==> config.mk <==
export PLATFORM = sky130hd
export DESIGN_NAME = multicycle_control
export DESIGN_NICKNAME = d
export VERILOG_FILES = /design/src/rtl/mips_ctrl_pkg.sv /design/src/rtl/mc_wait_timer.sv /design/src/rtl/multicycle_control.sv
export SDC_FILE = /design/constraint.sdc
export NUM_CORES = 1
export LEC_CHECK = 0
export ABC_CLOCK_PERIOD_IN_PS = 2250
export BUFFER_PORTS_ARGS = -buffer_cell sky130_fd_sc_hd__buf_2
export CORE_MARGIN = 2
export CORE_UTILIZATION = 44
export DETAILED_ROUTE_END_ITERATION = 7
export HOLD_SLACK_MARGIN = 0.08
export PLACE_DENSITY = 0.77
export SLEW_MARGIN = 15
export SYNTH_ARGS = -nofsm -noshare
export SYNTH_HDL_FRONTEND = slang
export SYNTH_HIERARCHICAL = 1
export SYNTH_SLANG_ARGS = --single-unit
==> constraint.sdc <==
create_clock -name clk -period 2.25 [get_ports clk]
set_clock_uncertainty 0.15 [all_clocks]
set_input_delay 0.45 -clock clk [delete_from_list [all_inputs] [get_ports clk]]
set_output_delay 0.45 -clock clk [all_outputs]
set_load 0.05 [all_outputs]
==> src/rtl/mips_ctrl_pkg.sv <==
// Shared types and encodings for the multicycle MIPS main control FSM.
// The MC_ADDI_EN build option enables the addi states; the state width is 4 bits in both builds.
`timescale 1ns/1ps
package mips_ctrl_pkg;

  typedef enum logic [3:0] {
    S_FETCH   = 4'd0,
    S_DECODE  = 4'd1,
    S_MEMADR  = 4'd2,
    S_MEMRD   = 4'd3,
    S_MEMWB   = 4'd4,
    S_MEMWR   = 4'd5,
    S_EXECUTE = 4'd6,
    S_ALUWB   = 4'd7,
    S_BRANCH  = 4'd8,
    S_JUMP    = 4'd9,
    S_ADDIEX  = 4'd10,
    S_ADDIWB  = 4'd11
  } state_t;

  localparam logic [5:0] OP_RTYPE = 6'b000000;
  localparam logic [5:0] OP_LW    = 6'b100011;
  localparam logic [5:0] OP_SW    = 6'b101011;
  localparam logic [5:0] OP_BEQ   = 6'b000100;
  localparam logic [5:0] OP_J     = 6'b000010;
  localparam logic [5:0] OP_ADDI  = 6'b001000;

  localparam logic [1:0] ALUOP_ADD   = 2'b00;
  localparam logic [1:0] ALUOP_SUB   = 2'b01;
  localparam logic [1:0] ALUOP_FUNCT = 2'b10;

  localparam logic [1:0] SRCB_B       = 2'b00;
  localparam logic [1:0] SRCB_FOUR    = 2'b01;
  localparam logic [1:0] SRCB_IMM     = 2'b10;
  localparam logic [1:0] SRCB_IMM_SH2 = 2'b11;

  localparam logic [1:0] PCSRC_ALU    = 2'b00;
  localparam logic [1:0] PCSRC_ALUOUT = 2'b01;
  localparam logic [1:0] PCSRC_JUMP   = 2'b10;

  typedef struct packed {
    logic       iord;
    logic       mem_read;
    logic       mem_write;
    logic       ir_write;
    logic       reg_dst;
    logic       mem_to_reg;
    logic       reg_write;
    logic       alu_src_a;
    logic [1:0] alu_src_b;
    logic [1:0] alu_op;
    logic [1:0] pc_src;
    logic       pc_write;
    logic       pc_write_cond;
    logic       illegal_op;
    logic       mem_err;
  } ctrl_t;

  // States that wait on the memory handshake.
  function automatic logic is_wait_state(input state_t s);
    return (s == S_FETCH) || (s == S_MEMRD) || (s == S_MEMWR);
  endfunction

endpackage

==> src/rtl/mc_wait_timer.sv <==
// Memory stall counter: counts stalled cycles and flags the cycle on which
// the count has reached MEM_TIMEOUT while still stalled (MEM_TIMEOUT = 0 disables).
`timescale 1ns/1ps
module mc_wait_timer #(
  parameter int MEM_TIMEOUT = 0
) (
  input  logic clk,
  input  logic reset,
  input  logic i_clear,
  input  logic i_stall_en,
  output logic o_timeout
);

  localparam int CW = (MEM_TIMEOUT > 1) ? $clog2(MEM_TIMEOUT + 1) : 1;
  localparam logic [CW-1:0] LIMIT = CW'(MEM_TIMEOUT);

  logic [CW-1:0] r_count;

  // Stall counter; clear has priority over counting.
  always_ff @(posedge clk) begin
    if (reset) begin
      r_count <= '0;
    end else if (i_clear) begin
      r_count <= '0;
    end else if (i_stall_en) begin
      r_count <= r_count + CW'(1);
    end else begin
      r_count <= r_count;
    end
  end

  assign o_timeout = (MEM_TIMEOUT > 0) && i_stall_en && (r_count == LIMIT);

endmodule

==> src/rtl/multicycle_control.sv <==
// Main control FSM of the multicycle MIPS datapath (Moore decodes plus
// mem_ready / opcode qualifiers). Define MC_ADDI_EN to add the addi states.
`timescale 1ns/1ps
module multicycle_control
  import mips_ctrl_pkg::*;
#(
  parameter int MEM_TIMEOUT = 0
) (
  input  logic       clk,
  input  logic       reset,
  input  logic [5:0] opcode,
  input  logic       mem_ready,
  output logic       IorD,
  output logic       MemRead,
  output logic       MemWrite,
  output logic       IRWrite,
  output logic       RegDst,
  output logic       MemtoReg,
  output logic       RegWrite,
  output logic       ALUSrcA,
  output logic [1:0] ALUSrcB,
  output logic [1:0] ALUOp,
  output logic [1:0] PCSrc,
  output logic       PCWrite,
  output logic       PCWriteCond,
  output logic       illegal_op,
  output logic       mem_err,
  output logic [3:0] state
);

  state_t r_state;
  state_t w_next;
  logic   r_is_sw;
  ctrl_t  w_ctrl;
  ctrl_t  w_out;
  logic   w_stall;
  logic   w_timeout;
  logic   w_clear;

  assign w_stall = is_wait_state(r_state) && !mem_ready;
  // A timeout leaves the wait (even FETCH -> FETCH), so the count restarts.
  assign w_clear = !w_stall || w_timeout;

  mc_wait_timer #(
    .MEM_TIMEOUT (MEM_TIMEOUT)
  ) u_wait_timer (
    .clk        (clk),
    .reset      (reset),
    .i_clear    (w_clear),
    .i_stall_en (w_stall),
    .o_timeout  (w_timeout)
  );

  // State register.
  always_ff @(posedge clk) begin
    if (reset) begin
      r_state <= S_FETCH;
    end else begin
      r_state <= w_next;
    end
  end

  // lw/sw choice is captured in DECODE since opcode is only valid there.
  always_ff @(posedge clk) begin
    if (reset) begin
      r_is_sw <= 1'b0;
    end else if (r_state == S_DECODE) begin
      r_is_sw <= (opcode == OP_SW);
    end else begin
      r_is_sw <= r_is_sw;
    end
  end

  // Next-state and control decode.
  always_comb begin
    w_next = r_state;
    w_ctrl = '0;
    case (r_state)
      S_FETCH: begin
        w_ctrl.mem_read  = 1'b1;
        w_ctrl.alu_src_a = 1'b0;
        w_ctrl.alu_src_b = SRCB_FOUR;
        w_ctrl.alu_op    = ALUOP_ADD;
        w_ctrl.pc_src    = PCSRC_ALU;
        if (mem_ready) begin
          w_ctrl.ir_write = 1'b1;
          w_ctrl.pc_write = 1'b1;
          w_next          = S_DECODE;
        end else if (w_timeout) begin
          w_ctrl.mem_err = 1'b1;
          w_next         = S_FETCH;
        end else begin
          w_next = S_FETCH;
        end
      end
      S_DECODE: begin
        w_ctrl.alu_src_a = 1'b0;
        w_ctrl.alu_src_b = SRCB_IMM_SH2;
        w_ctrl.alu_op    = ALUOP_ADD;
        case (opcode)
          OP_LW, OP_SW: w_next = S_MEMADR;
          OP_RTYPE:     w_next = S_EXECUTE;
          OP_BEQ:       w_next = S_BRANCH;
          OP_J:         w_next = S_JUMP;
`ifdef MC_ADDI_EN
          OP_ADDI:      w_next = S_ADDIEX;
`endif
          default: begin
            w_ctrl.illegal_op = 1'b1;
            w_next            = S_FETCH;
          end
        endcase
      end
      S_MEMADR: begin
        w_ctrl.alu_src_a = 1'b1;
        w_ctrl.alu_src_b = SRCB_IMM;
        w_ctrl.alu_op    = ALUOP_ADD;
        if (r_is_sw) begin
          w_next = S_MEMWR;
        end else begin
          w_next = S_MEMRD;
        end
      end
      S_MEMRD: begin
        w_ctrl.mem_read = 1'b1;
        w_ctrl.iord     = 1'b1;
        if (mem_ready) begin
          w_next = S_MEMWB;
        end else if (w_timeout) begin
          w_ctrl.mem_err = 1'b1;
          w_next         = S_FETCH;
        end else begin
          w_next = S_MEMRD;
        end
      end
      S_MEMWB: begin
        w_ctrl.reg_write  = 1'b1;
        w_ctrl.reg_dst    = 1'b0;
        w_ctrl.mem_to_reg = 1'b1;
        w_next            = S_FETCH;
      end
      S_MEMWR: begin
        w_ctrl.mem_write = 1'b1;
        w_ctrl.iord      = 1'b1;
        if (mem_ready) begin
          w_next = S_FETCH;
        end else if (w_timeout) begin
          w_ctrl.mem_err = 1'b1;
          w_next         = S_FETCH;
        end else begin
          w_next = S_MEMWR;
        end
      end
      S_EXECUTE: begin
        w_ctrl.alu_src_a = 1'b1;
        w_ctrl.alu_src_b = SRCB_B;
        w_ctrl.alu_op    = ALUOP_FUNCT;
        w_next           = S_ALUWB;
      end
      S_ALUWB: begin
        w_ctrl.reg_write  = 1'b1;
        w_ctrl.reg_dst    = 1'b1;
        w_ctrl.mem_to_reg = 1'b0;
        w_next            = S_FETCH;
      end
      S_BRANCH: begin
        w_ctrl.alu_src_a     = 1'b1;
        w_ctrl.alu_src_b     = SRCB_B;
        w_ctrl.alu_op        = ALUOP_SUB;
        w_ctrl.pc_src        = PCSRC_ALUOUT;
        w_ctrl.pc_write_cond = 1'b1;
        w_next               = S_FETCH;
      end
      S_JUMP: begin
        w_ctrl.pc_src   = PCSRC_JUMP;
        w_ctrl.pc_write = 1'b1;
        w_next          = S_FETCH;
      end
`ifdef MC_ADDI_EN
      S_ADDIEX: begin
        w_ctrl.alu_src_a = 1'b1;
        w_ctrl.alu_src_b = SRCB_IMM;
        w_ctrl.alu_op    = ALUOP_ADD;
        w_next           = S_ADDIWB;
      end
      S_ADDIWB: begin
        w_ctrl.reg_write  = 1'b1;
        w_ctrl.reg_dst    = 1'b0;
        w_ctrl.mem_to_reg = 1'b0;
        w_next            = S_FETCH;
      end
`endif
      default: begin
        w_next = S_FETCH;
      end
    endcase
  end

  // Reset forces every control low in the same cycle so no partial write escapes.
  always_comb begin
    if (reset) begin
      w_out = '0;
    end else begin
      w_out = w_ctrl;
    end
  end

  assign IorD        = w_out.iord;
  assign MemRead     = w_out.mem_read;
  assign MemWrite    = w_out.mem_write;
  assign IRWrite     = w_out.ir_write;
  assign RegDst      = w_out.reg_dst;
  assign MemtoReg    = w_out.mem_to_reg;
  assign RegWrite    = w_out.reg_write;
  assign ALUSrcA     = w_out.alu_src_a;
  assign ALUSrcB     = w_out.alu_src_b;
  assign ALUOp       = w_out.alu_op;
  assign PCSrc       = w_out.pc_src;
  assign PCWrite     = w_out.pc_write;
  assign PCWriteCond = w_out.pc_write_cond;
  assign illegal_op  = w_out.illegal_op;
  assign mem_err     = w_out.mem_err;
  assign state       = r_state;

endmodule
# --- Word-level counts from Yosys, hierarchy flattened ---
# Cells that the tools add are included.
word_totals:
  register_bits: 5
  input_bits: 9
  output_inout_bits: 22
op_classes:
  eq_ne: 13
  mux: 19
  n_reduce_logical: 6
ops:
  columns: ["cell", "count"]
  rows:
  - ["case mux 5 bit (5 select lines)", 1]
  - ["case mux 4 bit (6 select lines)", 1]
  - ["two-way mux 18 bit", 1]
  - ["equality test 4 x 3 -> 1 bit, second input constant", 4]
  - ["case mux 4 bit (4 select lines)", 1]
  - ["equality test 6 bit, second input constant", 2]
  - ["two-way mux 1 bit", 9]
  - ["two-way mux 3 bit", 3]
  - ["equality test 4 x 2 -> 1 bit, second input constant", 2]
  - ["equality test 4 bit, second input constant", 2]
  - ["equality test 6 x 2 -> 1 bit, second input constant", 1]
  - ["equality test 6 x 3 -> 1 bit, second input constant", 1]
  - ["logical NOT 6 bit", 1]
  - ["case mux 3 bit (2 select lines)", 1]
  - ["OR reduction 2 bit", 3]
  - ["OR reduction 5 bit", 1]
  - ["equality test 4 x 1 -> 1 bit, second input constant", 1]
  - ["logical NOT 4 bit", 1]
  - ["case mux 2 bit (2 select lines)", 1]
  - ["case mux 1 bit (2 select lines)", 1]

# --- Logic depth before layout (Yosys ltp) ---
# Gate-level depths: netlist of run 1.
logic_depth:
  ltp_word: 5
  ltp_mapped: 5
  mapped_depth_nobuf: 3

# --- By module ---
# Netlist of run 1, hierarchy kept.
by_module_without_submodules:
  columns: ["mod", "instances", "cells_per_inst", "area_each_um2"]
  rows:
  - ["multicycle_control", 1, 84, 600.6]
  - ["mc_wait_timer", 1, 2, 11.3]

# --- Worst setup path after synthesis of run 1 ---
# Ideal clock, no wire load.
synth_timing:
  path_kind: "register to output"
  startpoint: "reg r_state[3], in the netlist state[3]"
  endpoint: "out ALUOp[0]"
  arrival_time_ns: 2.871
  required_ns: 1.650
  path_slack_ns: -1.221
  path_stages_with_launch: 6
  n_path_buf: 2
  cell_sequence: "dfxtp_1 -> buf_2 -> inv_1 -> or3_1 -> nor3_1 -> buf_4"
synth_between:
  elab_chain_len: 3
  word_cells_on_any_way: 7
  cone_classes: "4 x eq/ne; 2 x mux; 1 x reduce/logical"
synth_rtl:
  columns: ["item", "line", "source"]
  rows:
  - ["start: declaration", "multicycle_control.sv:31", "state_t r_state;"]
  - ["start signal: assignment", "multicycle_control.sv:59", "r_state <= w_next;"]
  - ["equality test 4 bit (tied with other cells)", "multicycle_control.sv:78", "case (r_state)"]
  - ["case mux 5 bit (5 select lines) *", "multicycle_control.sv:78", null]
  - ["two-way mux 18 bit *", "multicycle_control.sv:201", "if (reset) begin"]
  - ["end: declaration", "multicycle_control.sv:22", "output logic [1:0] ALUOp,"]
# Mark *: on every way between the ends. The rest lies on a longest branch, timed or not.

# --- Worst setup path after layout of run 1 ---
layout_timing:
  startpoint: "reg r_state[2], in the netlist state[2]"
  endpoint: "out IRWrite"
layout_between:
  elab_chain_len: 3
layout_rtl:
  columns: ["item", "line", "source"]
  rows:
  - ["logical NOT 4 bit", "multicycle_control.sv:78", null]
  - ["two-way mux 1 bit", "multicycle_control.sv:78", null]
  - ["two-way mux 18 bit", "multicycle_control.sv:201", null]
  - ["end: declaration", "multicycle_control.sv:16", "output logic IRWrite,"]
# No other way between the ends.

==> results.md, run 1 <==
- Outcome: finished clean
- Syn Area/Cell: 7.13 um2
- CP arrival: 1560 ps
- Syn Std Cell Area: 599 um2
- Post-Layout Inst Area: 865 um2
- Die H: 40.9 um
- RR Endpoint: state[1]
- Fin nets: 121
- Footprint of the multi-input gates: 503 um2
- # hold bufs at CTS: 0
- Worst-Margin Slew: 1440 ps
- Core area: 1280 um2
- CTS tree: done
- Synth-to-Final Area Change: 44.3%
- FMAX: 0.463 GHz
- Initial core utilization: 0.466
- RR Startpoint: state[0]
- Row count: 13
- Final ANT Viol Nets: 0
- Fin crit share: 0.960
- IO buf count: 29
- Vias in the first global route: 551
- Largest net degree at the start of global routing: 20
- Slew HR: 0.0330
- Critical Path Source Type: flop
- Crit-path max FO: 11
- Final Hold Vio Count: 0
- N_diodes: 0
- CTS buffer count: 3
- Grt ovf: 0
- Htree depth: 1
- Area after DPL: 811 um2
- First-pass GRT wire length: 2380 um
- Die area: 1670 um2
- Vias: 710
- Placer Congestion: 0.830
- Worst Setup End Kind: primary output
- Worst reg-to-reg setup slack: 690 ps
- Detailed placer's ending HPWL: 1150 um
- Leak pwr: 0.382 nW
- Vias per inst: 5.63
- Final hold slack: 278 ps
- Clock Sinks: 5
- Fillcell total: 111
- Mapped Nets: 93
- Yosys synthesis warning count: 6
- Chip Width: 40.9 um
- Clk_lat worst skew: 250 ps
- Setup slack after layout: 90.3 ps
- Detailed-route DRC error count: 0
- Layout cell share with drive strength beyond 1: 0.523
- DR iter-0 viols: 7
- PwrDens: 352 nW/um2
- # IOs: 31
- Maxcap violations: 0
- Cells after synthesis: 84
- Maximum root-to-sink buffer count: 2
- Clk root buf: clkbuf_4
- First-pass iteration count of the detailed router: 4
- Critical Path RT: 1650 ps
- Critical Path Start: state[2]
- RSZ-0062 raised after global routing: no
- Power, Total: 305 uW
- Setup Crit Path Kind: flop to primary output
- Final core occ: 0.673
- WL final: 1550 um
- Setup violations, final: 0
- Crit path capture: IRWrite
- Final worst path period need: 2160 ps
- Max-slew violation count: 0
- Initial antenna violation count: 0
- R2R depth: 3
- Peak VDD IR: 0.320 mV
- Post-Place Setup Slack: 143 ps
- Reg area: 115 um2
- Worst hold path class: input port to flop
- Clock transition at the registers of the reported paths: 50 ps
- Gr usage total: 0.210
- WL/cell: 12.3 um
==> per-stage QoR <==
step                      setup TNS, ps  instances
after CTS                             0        126
after detailed placement              0        122
after global placement                0        122
after floorplan                    -167         84
final                                 0        126
after global routing                  0        126
==> metal layers <==
layer / routed length (um) / global-route usage / vias to the layer above
met5: 0 / 0 / -
met4: 0 / 0.00833 / 0
met3: 117 / 0.0761 / 0
met2: 754 / 0.332 / 33
met1: 678 / 0.283 / 324
li1: - / - / 353
==> flip-flops by register name (all words and copies together), names as in the netlist <==
| signal | cells |
|---|---|
| state | 4 |
| r_is_sw | 1 |
==> repair_timing <==
action / in CTS / in global routing
resized for setup: 0 / 11
setup buffers: 0 / 0
hold endpoints to repair: 0 / 0
setup endpoints to repair: 0 / 7
==> final cells by class <==
type,instances,area share
multi-input cells,66,0.582
repair buffers,33,0.220
flip-flops and latches,5,0.133
clock buffers,4,0.0304
well taps,15,0.0217
inverters,3,0.0130
==> cell usage in the layout, fill, tap and decap left out, types with 2 or more instances in the layout <==
master and n:
buf_2 23, nor2_1 9, clkbuf_4 8, buf_4 5, nand2_1 4, nor2_2 4
dfxtp_4 4, nor3b_1 3, a21oi_1 3, and3_1 3, nand4_1 3, a31oi_1 3
or3_4 2, nor3_4 2, nand2b_1 2, inv_1 2, nor3_1 2, nor2b_1 2
o21ai_0 2, o211ai_1 2
==> where the power goes <==
group / switching (mW) / internal, mW
Sequential: 0.00948 / 0.0866
Clock: 0.0388 / 0.0672
Combinational: 0.0647 / 0.0378
Total: 0.113 / 0.192
==> critical path, cell delays in order, from the launching register on <==
cell	delay, ps
dfxtp_4	390
or3_4	430
nor4b_4	220
clkbuf_4	270
==> worst min-delay path by stage <==
stage | startpoint | to | slack (ps) | cells after the start
2_1_floorplan | r_is_sw | r_is_sw | 300 | 2
3_3_place_gp | r_is_sw | r_is_sw | 350 | 2
3_5_place_dp | r_is_sw | r_is_sw | 340 | 2
4_1_cts | reset | r_is_sw | 270 | 2
5_1_grt | reset | r_is_sw | 280 | 2
6_report | reset | r_is_sw | 280 | 2
(Power assumes the default switching activity.)
==> run 2: changes to the inputs <==
Settings changed: ABC_CLOCK_PERIOD_IN_PS 2250 to 2800, CORE_UTILIZATION 44 to 47, PLACE_DENSITY 0.77 to 0.81.
Clock period 2.25 ns to 2.8 ns, I/O delays scaled along.
==> results.md, run 2 (synthesis results as in run 1) <==
- Outcome: finished clean
- Clock transition at the registers of the reported paths: 50 ps (about the same)
- WL/cell: 11.8 um (-3.7%)
- Largest net degree at the start of global routing: 20 (unchanged)
- Leak pwr: 0.351 nW (-8.2%)
- Max-slew violation count: 0 (unchanged)
- Fin nets: 117 (-3.3%)
- Synth-to-Final Area Change: 24.2%
- Grt peak-use layer: met2
- Final hold slack: 343 ps (+64.5 ps)
- CTS tree: done
- PwrDens: 312 nW/um2 (-11%)
- Sw frac: 0.360 (-0.0105)
- Setup Crit Path Kind: flop to primary output
- Worst Setup End Kind: primary output
- Worst reg-to-reg setup slack: 980 ps (+290 ps)
- Combinational group share of total power: 0.301 (-0.035)
- Power, Total: 233 uW (-24%)
- Seq pwr share: 0.338 (+0.022)
- Maximum root-to-sink buffer count: 2 (unchanged)
- Final Hold Vio Count: 0 (unchanged)
- Clk root buf: clkbuf_4
- Vias per inst: 5.75 (+2.1%)
- Vias: 696 (-2.0%)
- Crit path buf inv count: 1 (unchanged)
- Gr usage total: 0.223 (+0.0129)
- Most frequent cells in the layout: buf_2 (29), nor2_1 (13), dfxtp_1 (5)
- Row count: 12 (-1)
- Post-CTS setup buffers: 0 (unchanged)
- Grt ovf: 0 (unchanged)
- Layout cell share with drive strength beyond 1: 0.383 (-0.139)
- Core area: 1140 um2 (-11%)
- Slowest cell on crit path: or3_1
- Clk_lat worst skew: 250 ps (about the same)
- DR iter-0 viols: 9 (+2)
- Peak VDD IR: 0.341 mV (+6.5%)
- Chip Width: 39.7 um (-2.9%)
- Top delay family on crit path: simple AND/OR/NAND/NOR gates
- Post_cts resized: 0 (unchanged)
- Setup violations, final: 0 (unchanged)
- # hold bufs at CTS: 0 (unchanged)
- Cell Chain, Critical Path: or3_1 -> nor2_1 -> o21a_1 -> buf_2
- Maxcap violations: 0 (unchanged)
- Slew HR: 0.0475 (+0.0144)
- Clock share of power: 0.360 (+0.012)
- M2 GR Usage: 0.377 (+0.0450)
- First-pass GRT wire length: 2420 um (+1.5%)
- Met3 Use GR: 0.0966 (+0.0205)
- Sw power: 83.8 uW (-26%)
- Final ANT Viol Nets: 0 (unchanged)
- IO buf count: 29 (unchanged)
- Final worst path period need: 2450 ps
- Detailed-route DRC error count: 0 (unchanged)
- Fillcell total: 114 (+2.7%)
- Vias in the first global route: 620 (+13%)
- # IOs: 31 (unchanged)
- First-pass iteration count of the detailed router: 4 (unchanged)
- CTS buffer count: 3 (unchanged)
- RSZ-0062 raised after global routing: no
- FMAX: 0.408 GHz
- CP arrival: 1740 ps (+180 ps)
- Grt met1 use: 0.249 (-0.0342)
- Final core occ: 0.652 (-0.0204)
- Max reg flops: 4 (unchanged)
- Initial antenna violation count: 0 (unchanged)
- Htree depth: 1 (unchanged)
- Worst hold path class: flop to flop
- Placer Congestion: 0.781 (-5.9%)
- Worst-Margin Slew: 1420 ps (-21.5 ps)
- Most common cell after layout, fill and taps aside: buf_2
- Clock Sinks: 5 (unchanged)
- Slowest stage delay, CP: 500 ps (+70 ps)
- Detailed placer's ending HPWL: 1120 um (-2.4%)
- Die area: 1580 um2 (-5.8%)
- WL final: 1430 um (-7.6%)
- Int Power: 149 uW (-22%)
- Critical Path Source Type: flop
- Initial core utilization: 0.525 (+0.0588)
- Critical Path RT: 2090 ps (+440 ps)
- Crit-path max FO: 11 (unchanged)
- Fin crit share: 0.875
- N_diodes: 0 (unchanged)
- Die H: 39.7 um (-2.9%)
run 2: cell types whose count changed in the layout (fill, tap and decap cells not counted), sizes merged:
| cell | delta |
|---|---|
| buf | +1 |
| clkbuf | -5 |
run 2: final cells by class:
cell class | count | area (um2) | share of cell area
clock buffer | 4 | 26.3 | 0.0353
inverter | 3 | 11.3 | 0.0151
multi-input combinational | 66 | 444 | 0.597
sequential | 5 | 100 | 0.134
tap | 14 | 17.5 | 0.0235
timing repair buffer | 29 | 145 | 0.195
run 2: per-layer routing:
| metal | share of wire | wire, um | up-vias |
|---|---|---|---|
| met5 | 0 | 0 | - |
| met4 | 0.0070 | 10 | 0 |
| met3 | 0.076 | 109 | 2 |
| met2 | 0.49 | 700 | 31 |
| met1 | 0.43 | 611 | 316 |
| li1 | - | - | 347 |
run 2: path summary, 6_finish.rpt:
check,from,end,cells past startpoint
worst min register to register,r_is_sw,r_is_sw,2
worst max register to register,state[0],state[1],3
worst max-delay path,state[2],illegal_op,4
worst min-delay path,r_is_sw,r_is_sw,2
run 2: worst min-delay path, stage by stage, from the launching register on:
cell and delay (ps):
dfxtp_1 320, nand2b_1 70, a21oi_1 50
run 2: power by group through the flow:
stage	combinational (mW)	sequential, mW	clock (mW)
after CTS	0.0698	0.0787	0.0879
after detailed placement	0.0696	0.0801	0
final	0.0701	0.0787	0.0838
after floorplan	0.0552	0.0783	0
after global placement	0.0685	0.0801	0
after global routing	0.0764	0.0793	0.0952
run 2: through the flow:
| step | instance area, um2 | setup WS, ps | setup TNS, ps | std cells |
|---|---|---|---|---|
| after global routing | 744 | 236 | 0 | 121 |
| after global placement | 718 | 453 | 0 | 117 |
| after detailed placement | 718 | 436 | 0 | 117 |
| after CTS | 744 | 347 | 0 | 121 |
| final | 744 | 349 | 0 | 121 |
| after floorplan | 622 | -249 | -534 | 84 |
==> run 3: changes to the inputs <==
Settings changed: ABC_AREA from default to 1, CORE_AREA from default to 2 2 39 41, CORE_MARGIN 2 to default, CORE_UTILIZATION 47 to default, DIE_AREA from default to 0 0 41 43, PLACE_DENSITY 0.81 to 0.73.
==> results.md, run 3 <==
- Slowest cell on crit path: dfxtp_1
- Final worst path period need: 2300 ps (-156 ps)
- FMAX: 0.436 GHz (+6.8%)
- Crit path buf inv count: 3 (+2)
- Post_cts resized: 0 (unchanged)
- Peak VDD IR: 0.161 mV (-53%)
- Yosys synthesis warning count: 6 (unchanged)
- Placer Congestion: 0.752 (-3.8%)
- Setup Crit Path Kind: flop to primary output
- Gr usage total: 0.165 (-0.0581)
- Crit-path max FO: 7 (-4)
- Outcome: finished clean
- Syn Area/Cell: 5.31 um2 (-26%)
- Top delay family on crit path: flip-flops
- First-pass GRT wire length: 2020 um (-16%)
- Core area: 1380 um2 (+21%)
- RSZ-0062 raised after global routing: no
- Critical Path RT: 2090 ps (about the same)
- CTS buffer count: 3 (unchanged)
- Largest net degree at the start of global routing: 13 (-35%)
- Htree depth: 1 (unchanged)
- Chip Width: 41 um (+3.2%)
- Detailed placer's ending HPWL: 1120 um (-0.26%)
- Die H: 43 um (+8.3%)
- Final core occ: 0.508 (-0.144)
- RR Startpoint: state[1]
- Worst-Margin Slew: 1480 ps (+58.2 ps)
- Fin nets: 138 (+18%)
- Most common cell after layout, fill and taps aside: nor2_1
- Worst reg-to-reg setup slack: 1420 ps (+440 ps)
- Clock Sinks: 5 (unchanged)
- PwrDens: 317 nW/um2 (+1.6%)
- Area after DPL: 677 um2 (-5.7%)
- Maximum root-to-sink buffer count: 2 (unchanged)
- RR Endpoint: state[0]
- Row count: 14 (+2)
- R2R depth: 6 (+3)
- Synth-to-Final Area Change: 33.8%
- Leak pwr: 0.412 nW (+18%)
- Fin crit share: 0.820 (-0.0556)
- First-pass iteration count of the detailed router: 4 (unchanged)
- Layout cell share with drive strength beyond 1: 0.328 (-0.0551)
- Grt ovf: 0 (unchanged)
- Max-slew violation count: 0 (unchanged)
- Mapped Nets: 108 (+16%)
- Max reg flops: 4 (unchanged)
- Setup TNS: 0 ps (unchanged)
- Worst hold path class: flop to flop
- Vias in the first global route: 522 (-16%)
- Detailed-route DRC error count: 0 (unchanged)
- CP arrival: 1590 ps (-150 ps)
- CTS tree: done
- Most frequent cells in the layout: nor2_1 (30), buf_2 (29), nand2_1 (21)
- Initial core utilization: 0.380 (-0.145)
- Slowest stage delay, CP: 460 ps (-40 ps)
- Initial antenna violation count: 0 (unchanged)
- Clock transition at the registers of the reported paths: 40 ps (about the same)
- Post-CTS setup buffers: 0 (unchanged)
- Worst Setup End Kind: primary output
- Post-Layout Inst Area: 703 um2 (-5.5%)
- Cell Chain, Critical Path: inv_2 -> nor2_4 -> nand2_4 -> inv_1 -> nand2_1 -> nor3_2 -> buf_2
- Vias per inst: 4.69 (-19%)
- Die area: 1760 um2 (+12%)
- Vias: 675 (-3.0%)
- Hold EP: r_is_sw
- Clk root buf: clkbuf_4
- Final Hold Vio Count: 0 (unchanged)
- N_diodes: 0 (unchanged)
- IO buf count: 29 (unchanged)
- Syn Std Cell Area: 526 um2 (-12%)
- Maxcap violations: 0 (unchanged)
- Final ANT Viol Nets: 0 (unchanged)
- HP Start: r_is_sw
- Fillcell total: 156 (+37%)
- # hold bufs at CTS: 0 (unchanged)
- Critical Path Source Type: flop
- Cells after synthesis: 99 (+18%)
- Clk_lat worst skew: 240 ps (about the same)
- DR iter-0 viols: 8 (-1)
- # IOs: 31 (unchanged)
- WL final: 1310 um (-8.4%)
- Min-Delay Path Depth: 2 (unchanged)
- WL/cell: 9.10 um (-23%)
- Setup violations, final: 0 (unchanged)
- Slew HR: 0.00838 (-0.0391)
[run 3: final cells by class]
type	instances	area (um2)	share of cell area
Clock buffer	4	26.3	0.0374
Sequential cell	5	100	0.142
Timing Repair Buffer	29	145	0.206
Tap cell	16	20.0	0.0285
Inverter	11	41.3	0.0587
Multi-Input combinational cell	79	370	0.527
[run 3: worst max path at each step]
stage,start,end,depth (start not counted)
2_1_floorplan,state[2],ALUSrcA,4
3_3_place_gp,reset,illegal_op,5
3_5_place_dp,reset,illegal_op,5
4_1_cts,state[0],illegal_op,7
5_1_grt,state[0],illegal_op,7
6_report,state[0],illegal_op,7
[run 3: worst register-to-register path, delay by kind of cell (launching register included)]
family | cells | cell delay, ps
flip-flops | 1 | 500
buffers and inverters | 1 | 70
AO/OA/AOI/OAI | 1 | 110
AND/OR/NAND/NOR | 4 | 470
[run 3: metal layers]
| metal | GRT usage | vias up | share of wire |
|---|---|---|---|
| met4 | 0.0600 | 0 | 0.013 |
| met3 | 0.0314 | 2 | 0.088 |
| met1 | 0.196 | 277 | 0.41 |
| met2 | 0.275 | 28 | 0.49 |
| met5 | 0 | - | 0 |
| li1 | - | 368 | - |
[run 3: where the power goes]
part	total, mW	switching (mW)	internal (mW)
sequential	0.0752	0.00246	0.0728
clock	0.0816	0.0278	0.0538
combinational	0.0663	0.0495	0.0168
[run 3: per-stage QoR]
| stage | hold slack [ps] | cells | power [mW] | setup slack (ps) |
|---|---|---|---|---|
| after detailed placement | 328 | 140 | 0.143 | 694 |
| after floorplan | 308 | 99 | 0.126 | 47.0 |
| after global routing | 365 | 144 | 0.239 | 346 |
| after global placement | 331 | 140 | 0.142 | 702 |
| final | 336 | 144 | 0.223 | 505 |
| after CTS | 335 | 144 | 0.226 | 476 |
